[src/rtl/amo_sequencer.sv]
// amo_sequencer: multi-cycle read-modify-write sequencer for RV32A AMO
// instructions. Borrows the shared ALU while busy and owns the data-memory
// port (with bus lock) from the read through the write.
module amo_sequencer #(
   parameter int ALU_CTRL_W = 5
) (
   input  logic                  clk,
   input  logic                  reset,
   input  logic                  start,
   input  logic [4:0]            funct5,
   input  logic [31:0]           addr,
   input  logic [31:0]           rs2_data,
   output logic                  busy,
   output logic                  done,
   output logic                  err,
   output logic [31:0]           rd_data,
   output logic [31:0]           alu_a,
   output logic [31:0]           alu_b,
   output logic [ALU_CTRL_W-1:0] alu_ctrl,
   input  logic [31:0]           alu_result,
   output logic                  mem_valid,
   input  logic                  mem_ready,
   output logic                  mem_lock,
   output logic [31:0]           mem_addr,
   output logic [3:0]            mem_wstrb,
   output logic [31:0]           mem_wdata,
   input  logic [31:0]           mem_rdata
);

   // ALU operation codes (mirror of the shared riscv_defines.vh values)
   localparam logic [ALU_CTRL_W-1:0] ALU_CTRL_ADD_ADDI = ALU_CTRL_W'(0);
   localparam logic [ALU_CTRL_W-1:0] ALU_CTRL_XOR_XORI = ALU_CTRL_W'(4);
   localparam logic [ALU_CTRL_W-1:0] ALU_CTRL_OR_ORI   = ALU_CTRL_W'(6);
   localparam logic [ALU_CTRL_W-1:0] ALU_CTRL_AND_ANDI = ALU_CTRL_W'(7);
   localparam logic [ALU_CTRL_W-1:0] ALU_CTRL_LUI      = ALU_CTRL_W'(10);
   localparam logic [ALU_CTRL_W-1:0] ALU_CTRL_MIN      = ALU_CTRL_W'(11);
   localparam logic [ALU_CTRL_W-1:0] ALU_CTRL_MAX      = ALU_CTRL_W'(12);
   localparam logic [ALU_CTRL_W-1:0] ALU_CTRL_MINU     = ALU_CTRL_W'(13);
   localparam logic [ALU_CTRL_W-1:0] ALU_CTRL_MAXU     = ALU_CTRL_W'(14);

   typedef enum logic [2:0] {
      S_IDLE  = 3'd0,
      S_READ  = 3'd1,
      S_CALC  = 3'd2,
      S_WRITE = 3'd3,
      S_DONE  = 3'd4
   } state_t;

   // Returns {legal, alu code}; SWAP uses the pass-b (LUI) operation.
   function automatic logic [ALU_CTRL_W:0] decode_amo(input logic [4:0] f5);
      logic [ALU_CTRL_W:0] v;
      case (f5)
         5'b00001: v = {1'b1, ALU_CTRL_LUI};
         5'b00000: v = {1'b1, ALU_CTRL_ADD_ADDI};
         5'b00100: v = {1'b1, ALU_CTRL_XOR_XORI};
         5'b01100: v = {1'b1, ALU_CTRL_AND_ANDI};
         5'b01000: v = {1'b1, ALU_CTRL_OR_ORI};
         5'b10000: v = {1'b1, ALU_CTRL_MIN};
         5'b10100: v = {1'b1, ALU_CTRL_MAX};
         5'b11000: v = {1'b1, ALU_CTRL_MINU};
         5'b11100: v = {1'b1, ALU_CTRL_MAXU};
         default:  v = {(ALU_CTRL_W + 1){1'b0}};
      endcase
      return v;
   endfunction

   state_t                  r_state;
   state_t                  w_next_state;
   logic [29:0]             r_addr_word;
   logic [31:0]             r_rs2;
   logic [31:0]             r_old;
   logic [31:0]             r_new;
   logic [ALU_CTRL_W-1:0]   r_ctrl;
   logic                    r_err_flag;
   logic [31:0]             r_rd_data;
   logic                    r_busy;
   logic                    r_done;
   logic                    r_err;
   logic                    r_mem_valid;
   logic                    r_mem_lock;
   logic [3:0]              r_mem_wstrb;

   logic [ALU_CTRL_W:0]     w_decode;
   logic [ALU_CTRL_W-1:0]   w_ctrl;
   logic                    w_bad;

   assign w_decode = decode_amo(funct5);
   assign w_ctrl   = w_decode[ALU_CTRL_W-1:0];
   assign w_bad    = !w_decode[ALU_CTRL_W] || (addr[1:0] != 2'b00);

   assign busy      = r_busy;
   assign done      = r_done;
   assign err       = r_err;
   assign rd_data   = r_rd_data;
   assign alu_a     = r_old;
   assign alu_b     = r_rs2;
   assign alu_ctrl  = r_ctrl;
   assign mem_valid = r_mem_valid;
   assign mem_lock  = r_mem_lock;
   assign mem_addr  = {r_addr_word, 2'b00};
   assign mem_wstrb = r_mem_wstrb;
   assign mem_wdata = r_new;

   // Next-state decision; mem_ready only matters while a request is up.
   always_comb begin
      w_next_state = r_state;
      case (r_state)
         S_IDLE: begin
            if (start) begin
               if (w_bad) begin
                  w_next_state = S_DONE;
               end else begin
                  w_next_state = S_READ;
               end
            end else begin
               w_next_state = S_IDLE;
            end
         end
         S_READ: begin
            if (mem_ready) begin
               w_next_state = S_CALC;
            end else begin
               w_next_state = S_READ;
            end
         end
         S_CALC:  w_next_state = S_WRITE;
         S_WRITE: begin
            if (mem_ready) begin
               w_next_state = S_DONE;
            end else begin
               w_next_state = S_WRITE;
            end
         end
         S_DONE:  w_next_state = S_IDLE;
         default: w_next_state = S_IDLE;
      endcase
   end

   // State, datapath registers and next-state-derived registered outputs.
   always_ff @(posedge clk) begin
      if (reset) begin
         r_state     <= S_IDLE;
         r_addr_word <= 30'd0;
         r_rs2       <= 32'd0;
         r_old       <= 32'd0;
         r_new       <= 32'd0;
         r_ctrl      <= {ALU_CTRL_W{1'b0}};
         r_err_flag  <= 1'b0;
         r_rd_data   <= 32'd0;
         r_busy      <= 1'b0;
         r_done      <= 1'b0;
         r_err       <= 1'b0;
         r_mem_valid <= 1'b0;
         r_mem_lock  <= 1'b0;
         r_mem_wstrb <= 4'h0;
      end else begin
         r_state <= w_next_state;
         case (r_state)
            S_IDLE: begin
               if (start) begin
                  r_addr_word <= addr[31:2];
                  r_rs2       <= rs2_data;
                  r_ctrl      <= w_ctrl;
                  r_err_flag  <= w_bad;
                  r_old       <= 32'd0;
                  r_new       <= 32'd0;
                  if (w_bad) begin
                     r_rd_data <= 32'd0;
                  end
               end
            end
            S_READ: begin
               if (mem_ready) begin
                  r_old <= mem_rdata;
               end
            end
            S_CALC: r_new <= alu_result;
            S_WRITE: begin
               if (mem_ready) begin
                  r_rd_data <= r_old;
               end
            end
            default: ;
         endcase
         r_busy      <= (w_next_state != S_IDLE);
         r_done      <= (w_next_state == S_DONE);
         r_err       <= (w_next_state == S_DONE) &&
                        ((r_state == S_IDLE) ? w_bad : r_err_flag);
         r_mem_valid <= (w_next_state == S_READ) || (w_next_state == S_WRITE);
         r_mem_lock  <= (w_next_state == S_READ) || (w_next_state == S_CALC) ||
                        (w_next_state == S_WRITE);
         r_mem_wstrb <= (w_next_state == S_WRITE) ? 4'hF : 4'h0;
      end
   end

endmodule

[config.mk]
export PLATFORM = sky130hd
export DESIGN_NAME = amo_sequencer
export DESIGN_NICKNAME = d
export VERILOG_FILES = /design/src/rtl/amo_sequencer.sv
export SDC_FILE = /design/constraint.sdc
export NUM_CORES = 1
export LEC_CHECK = 0
export BUFFER_PORTS_ARGS = -buffer_cell sky130_fd_sc_hd__buf_2
export CORE_UTILIZATION = 25
export CTS_CLUSTER_DIAMETER = 150
export DETAILED_ROUTE_END_ITERATION = 12
export MAX_ROUTING_LAYER = met4
export SYNTH_ARGS = -nofsm -noshare
export SYNTH_HDL_FRONTEND = slang
export SYNTH_SLANG_ARGS = --single-unit
export TNS_END_PERCENT = 100
[constraint.sdc]
create_clock -name clk -period 2.3 [get_ports clk]
set_clock_uncertainty 0.2 [all_clocks]
set_input_delay 0.345 -clock clk [delete_from_list [all_inputs] [get_ports clk]]
set_output_delay 0.345 -clock clk [all_outputs]
set_load 0.02 [all_outputs]
---- Word level (Yosys, flattened, before mapping) ----
Memory sizes are Yosys's and may differ from the RTL's.
Index checks and enable logic that the tools add are counted.
word-level totals
  bits in registers ....................... 176
  bits in read-only memories .............. 160
  input port bits ......................... 137
  logic and storage cells ................. 57
  memories kept ........................... 1
memory list
  name              words  width  read ports  clocked after memory_dff  write ports  RTL line  RTL
  (name not given)  32     5      1           0                         0            52        case (f5)
operators by class
  equal/unequal tests ..................... 11
  multiplexer cells ....................... 15
  reduce and logical (&&, ||, !) cells .... 16
operator list
  kind                                           number
  one-hot mux 32 bit (2 select lines)            3
  2-to-1 mux 32 bit                              5
  == test 3 x 2 -> 1 bit, second input constant  4
  one-hot mux 3 bit (4 select lines)             1
  2-to-1 mux 3 bit                               3
  != test 2 bit, second input constant           4
  nonzero test 2 bit                             4
  == test 3 x 1 -> 1 bit, second input constant  2
  logical OR 1 bit                               4
  2-to-1 mux 4 bit                               1
  AND reduction 2 bit                            2
  AND reduction 4 bit                            1
  == test 3 bit, second input constant           1
  zero test 3 bit                                1
  AND reduction 3 bit                            1
  nonzero test 3 bit                             1
  2-to-1 mux 2 bit                               1
  logical AND 1 bit                              1
  zero test 1 bit                                1
  2-to-1 mux 1 bit                               1

---- Logic depth before layout (Yosys ltp) ----
Gate-level depths: netlist of run 1.
An unclocked memory read counts as a cell.
  depth in word-level cells ............... 9
  gate-level depth with buffers ........... 6

---- Worst setup path after synthesis of run 1 ----
Ideal clock, no wire load.
  path kind ............................... reg-to-reg
  from .................................... register r_state[1]
  to ...................................... register r_rd_data[10] (netlist: rd_data[10])
  setup time .............................. 117 ps
  arrival time ............................ 1555 ps
  slack ................................... 428 ps
  cell stages (with the launch flop) ...... 6
  period minus slack after synthesis ...... 1872 ps
  cell sequence ........................... dfxtp_1 or4b_1 buf_2 a21o_4 buf_6 a32o_1
on the way
  longest elaborated chain between the ends .. 3
ends and longest elaborated chain
  item                                                                  RTL line  RTL
  start, declared                                                       67        state_t r_state;
  start signal, assigned                                                157       r_state <= w_next_state;
  == test 3 x 2 -> 1 bit / zero test 3 bit (equally long branches)      158       case (r_state)
  != test 2 bit (no line) / nonzero test 2 bit (equally long branches)  -
  AND reduction 4 bit (no line)                                         -
  end signal, assigned                                                  180       r_rd_data <= r_old;
  end, declared                                                         75        logic [31:0] r_rd_data;
Several ways; a longest one is shown, not always the timed one.
A chain may end at the register's enable or synchronous reset.

---- Worst setup path in the final report of run 1 ----
  from .................................... input start
  to ...................................... register r_ctrl[1] (netlist: alu_ctrl[1])
on the way
  longest elaborated chain between the ends .. 1
ends and longest elaborated chain
  item                           RTL line  RTL
  start, declared                9         input logic start,
  AND reduction 2 bit (no line)  -
  end signal, assigned           147       r_ctrl <= {ALU_CTRL_W{1'b0}};
  end signal, assigned           163       r_ctrl <= w_ctrl;
  end, declared                  73        logic [ALU_CTRL_W-1:0] r_ctrl;
No other way between the ends.

==> results of run 1 <==
==> state kept, by name, indices dropped and copies added (netlist names) <==
signal / cells
mem_wstrb: 1
mem_wdata: 32
done: 1
rd_data: 32
alu_b: 32
mem_valid: 1
err: 1
r_addr_word: 30
alu_ctrl: 4
r_state: 3
busy: 1
r_err_flag: 1
mem_lock: 1
alu_a: 32
==> stage by stage <==
step           total power (W)  std cells  utilization [%]  cell area [um^2]
5_1_grt                0.00719       1453             40.8             10000
3_5_place_dp           0.00395       1293             33.3              8200
3_3_place_gp           0.00394       1293             33.3              8200
6_report               0.00685       1453             40.8             10000
4_1_cts                0.00695       1452             40.8             10000
2_1_floorplan          0.00363        710                -              6340
==> routing by layer <==
metal / vias to the layer above / global-route usage [%] / part of all wire [%]
li1: 3214 / - / -
met1: 3062 / 18.9 / 43
met2: 225 / 27.4 / 49
met3: 26 / 4.55 / 5.8
met5: - / - / 0
met4: 0 / 5.15 / 2.0
==> placed cells by master (no fill, tap or decap), types with 16 or more instances in the layout <==
master	instances
buf_2	306
nand2_1	192
dfxtp_1	172
dlygate4sd3_1	128
a21oi_1	102
nand2b_1	33
nand3_1	33
mux2i_1	32
a32o_1	32
clkbuf_16	17
buf_4	16
==> path summary, 6_finish.rpt <==
check / from / endpoint / cells past startpoint / slack (ns)
max: start / alu_ctrl[1] / 5 / 0.20
min: addr[12] / r_addr_word[10] / 3 / 0.03
max reg2reg: r_state[1] / alu_ctrl[1] / 3 / 0.21
min reg2reg: alu_ctrl[3] / alu_ctrl[3] / 2 / 0.25
==> power by group <==
group / leakage [nW] / switching, W / internal (W) / total (W)
sequential: 1.40 / 0.0000438 / 0.00307 / 0.00312
clock: 0.279 / 0.00129 / 0.00151 / 0.00280
combinational: 2.88 / 0.000511 / 0.000424 / 0.000936
==> layout make-up <==
| class | count | area (um^2) |
|---|---|---|
| Inverter | 1 | 3.75 |
| Clock inverter | 12 | 106 |
| Sequential cell | 172 | 3440 |
| Timing Repair Buffer | 454 | 3010 |
| Tap cell | 324 | 405 |
| Fill cell | 2471 | 14600 |
| Multi-Input combinational cell | 470 | 2610 |
| Clock buffer | 20 | 467 |
==> timing repair <==
action                                 in CTS  in global routing
setup buffers                               0                  0
resized for setup                           0                  0
endpoints found under the hold margin     130                  1
hold buffers                              127                  1
==> cells by family after synthesis <==
| group | count (synthesis) |
|---|---|
| XOR/XNOR | 1 |
| multiplexers | 32 |
| other | 1 |
| AND/OR/NAND/NOR | 288 |
| buffers and inverters | 68 |
| AO/OA/AOI/OAI | 146 |
| flip-flops | 172 |
==> worst max-delay path, cell delays in order <==
cell           delay (ns)
dlygate4sd3_1        0.54
buf_2                0.16
or4b_4               0.51
buf_12               0.21
o41ai_1              0.37
==> results.toml, run 1 <==
[global_routing]
grt-ovfl-total = 0
grt_start_max_net_pins = 79
antenna_found_initial = 0
first_global_vias = 6362
grt_pass1_wl_mm = 32.8
track_usage_pct = 16.4

[logic_synthesis]
synth_top_cell_by_area = "dfxtp_1"
synth-compound-area-share_pct = 14.7
ys_top_cells_by_count = "nand2_1 (192), dfxtp_1 (172), a21oi_1 (102)"
synth_top_area_share_pct = 54.4
muxShareOfSynthArea_pct = 5.06
ys_seq_area_share_pct = 54.4
synth_edf_count = 0
synth.most_common_cell = "nand2_1"
ys.flop_type = "dfxtp_1"
yosys.area_share.xor_xnor_pct = 0.138
synth_cell_types = 40
ys_warn_count = 0
avgSynthCellArea_um2 = 8.94
yosys-top-cells-area = "dfxtp_1 (54%), nand2_1 (11%), a21oi_1 (8.1%)"
synth-adder-area-share_pct = 0
ys_async_sr_fraction_pct = 0
ys_seq_elements = 172
synth_top_family_by_area = "simple AND/OR/NAND/NOR gates"
synthSimpleGateAreaFrac_pct = 20.7
synthesis.instances = 708
synth_area_um2 = 6330

[placement]
dp_hpwl_mm = 13.3
preCtsSetupSlack_ns = 0.221
place_congestion = 0.761
portBuffers = 307

[sta]
rsz0062_at_grt = "false"
tightest_slew_ns = 0.706
relSlewSlack_pct = 52.7
hold_viol_final = 0
fmax_mhz = 475
final.setup.tns_ns = 0
setup_violations = 0
layout_worst_path_cycle_share_pct = 91.5
worst_slack_ns = 0.196
finalMaxSlewViolations = 0
fin_hold_ws_ns = 0.0273
period_needed_ns = 2.10

[pwr]
ir_drop_mv = 0.346
p_leak_nw = 4.55
powerDensity_nw_per_um2 = 682

[worst_setup_path]
cp_max_fo = 78
crit_type = "primary input to register"
crit_arrival_ns = 2.21
crit_required_ns = 2.40
worst_setup_path_end_kind = "register"
start_kind = "primary input"

[outcome]
outcome = "finished clean"

[route]
wl_per_cell_um = 14.5
drc = 0
drtPass1Iterations = 4
drt_iter0_drc = 428
viasPerCell = 4.49
drtAntennaViolNets = 0
via_count = 6527
totalWireLength_mm = 21.1

[cts]
h-tree-depth = 4
clk_latency_ns = 0.42
cts_tree = "yes"
cts.clk_slew.worst_paths_ns = 0.06
cts-root-buf = "clkbuf_16"
clockBufferDepth = 2
cts.sinks = 172
cts-buffers-inserted = 17

[floorplan]
die_area_um2 = 26000
core_um2 = 24600
die_x_um = 161
rows = 57
start_util_pct = 25.7
die_h_um = 161
ios = 311

[min_path]
hold_path_class = "primary input to register"

[cells_and_area]
fin_nets = 1253
diodes = 0
drive_gt1_share_pct = 32.5
areaGrowthSynthToFinish_pct = 58.7

[job]
cap_violations = 0
No activity file was read; power rests on OpenSTA's default activity.
==> inputs of run 2 (changes only) <==
CORE_UTILIZATION = 45   (was 25)
PLACE_DENSITY = 0.79   (was default)
==> run 2 against run 1 <==
  * Critical path depth unchanged
  * Sequential power hardly changed
  * Highest routed layer unchanged
  * Power up 0.53%
  * Sequential share of layout area grew 0.88 points
  * Flip-flop and latch count unchanged
  * Maximum frequency shrank 3.5%
  * Count of clock-buffer cells in the layout is 1 higher
  * Utilization up 32 points
  * Wire length shrank 0.88%
==> results.toml, run 2 (synthesis results as in run 1) <==
[cts]
cts.sinks = 172
clk_latency_ns = 0.41
cts-buffers-inserted = 17
cts.clk_slew.worst_paths_ns = 0.06
cts-root-buf = "clkbuf_16"
cts_tree = "yes"
clockBufferDepth = 2
h-tree-depth = 4

[placement]
preCtsSetupSlack_ns = 0.280
portBuffers = 307
dp_hpwl_mm = 11.9
place_congestion = 0.778

[sta]
setup_violations = 0
hold_viol_final = 0
period_needed_ns = 2.18
worst_slack_ns = 0.121
finalMaxSlewViolations = 0
final.setup.tns_ns = 0
relSlewSlack_pct = 36.2
layout_worst_path_cycle_share_pct = 94.7
rsz0062_at_grt = "false"
fmax_mhz = 459
tightest_slew_ns = 0.957

[global_routing]
track_usage_pct = 29.0
first_global_vias = 6575
grt-ovfl-total = 0
grt_start_max_net_pins = 73
grt_pass1_wl_mm = 32.3
antenna_found_initial = 1

[job]
cap_violations = 0

[route]
drc = 0
drt_iter0_drc = 482
totalWireLength_mm = 20.9
wl_per_cell_um = 16.1
viasPerCell = 5.18
drtPass1Iterations = 5
via_count = 6721
drtAntennaViolNets = 0

[cells_and_area]
register_area_um2 = 3440
fin_nets = 1246
fill_cells = 958
multi_input_area_um2 = 2610
drive_gt1_share_pct = 32.1
final_common_cell = "buf_2"
final_cell_mix = "buf_2 (306), nand2_1 (192), dfxtp_1 (172), dlygate4sd3_1 (126), a21oi_1 (102)"
areaGrowthSynthToFinish_pct = 54.7

[floorplan]
core_um2 = 13500
ios = 311
die_area_um2 = 14600
start_util_pct = 46.9
rows = 42
die_h_um = 121
die_x_um = 121

[pwr]
ir_drop_mv = 0.504
powerDensity_nw_per_um2 = 703
p_leak_nw = 4.52

[min_path]
hold_path_class = "primary input to register"

[worst_setup_path]
worstPathBufferInverterCount = 3
critPathSlowestCell = "dlygate4sd3_1"
crit_required_ns = 2.39
crit_family = "buffers and inverters"
cp_slowest_stage_delay_ns = 0.54
start_kind = "primary input"
cp_cell_sequence = "dlygate4sd3_1, buf_2, or4b_4, buf_4, o41ai_1"
crit_arrival_ns = 2.27
cp_max_fo = 53
worst_setup_path_end_kind = "register"
crit_type = "primary input to register"

[outcome]
outcome = "finished clean"
[run 2: cell types whose count changed in the layout (fill, tap and decap cells not counted), sizes merged]
cell and change:
dlygate4sd3 -2, clkbuf +1, clkinv +1, bufinv +2
buf -5, inv -5, diode +1
[run 2: repair_timing]
action,CTS,global route
endpoints found under the hold margin,126,0
resized for setup,0,0
hold buffers,126,0
setup buffers,0,0
[run 2: final cells by class]
class,instances,area share (%)
sequential,172,35.1
timing repair buffer,447,29.9
multi-input combinational,470,26.7
clock buffer,21,4.80
tap,176,2.25
clock inverter,10,1.19
inverter,1,0.0383
antenna,1,0.0255
[run 2: final timing paths]
| check | startpoint | endpoint | slack [ns] | depth (start not counted) |
|---|---|---|---|---|
| setup reg to reg | r_state[2] | alu_a[10] | 0.18 | 3 |
| setup / recovery | start | alu_ctrl[1] | 0.12 | 5 |
| hold reg to reg | r_addr_word[3] | r_addr_word[3] | 0.25 | 2 |
| hold / removal | funct5[1] | alu_ctrl[1] | 0.05 | 2 |
[run 2: through the flow]
stage	instance area, um^2	util, %	hold slack, ns	std cells	total power, W
finish	9800	72.5	0.0507	1298	0.00689
global route	9800	72.5	0.0203	1298	0.00713
CTS	9800	72.5	0.0121	1297	0.00690
detailed placement	7950	58.8	0.244	1140	0.00392
global placement	7950	58.8	0.237	1140	0.00391
floorplan	6340	-	0.252	710	0.00363
[run 2: metal layers]
layer	routed length [um]	global-route usage (%)	part of all wire, %
met3	1350	6.65	6.5
met5	0	-	0
met2	10600	50.4	51
met4	752	13.9	3.6
met1	8190	31.2	39
[run 2: power breakdown]
group	total [W]	switching [W]	internal (W)	leakage (nW)
Combinational	0.000923	0.000508	0.000415	2.84
Clock	0.00284	0.00116	0.00168	0.285
Sequential	0.00312	0.0000505	0.00307	1.40
[run 2: worst register-to-register path, delay by kind of cell (launching register included)]
kind	cells	cell delay, ns
multiplexers	1	0.36
flip-flops	1	0.53
AO/OA/AOI/OAI	1	0.73
buffers and inverters	1	0.21
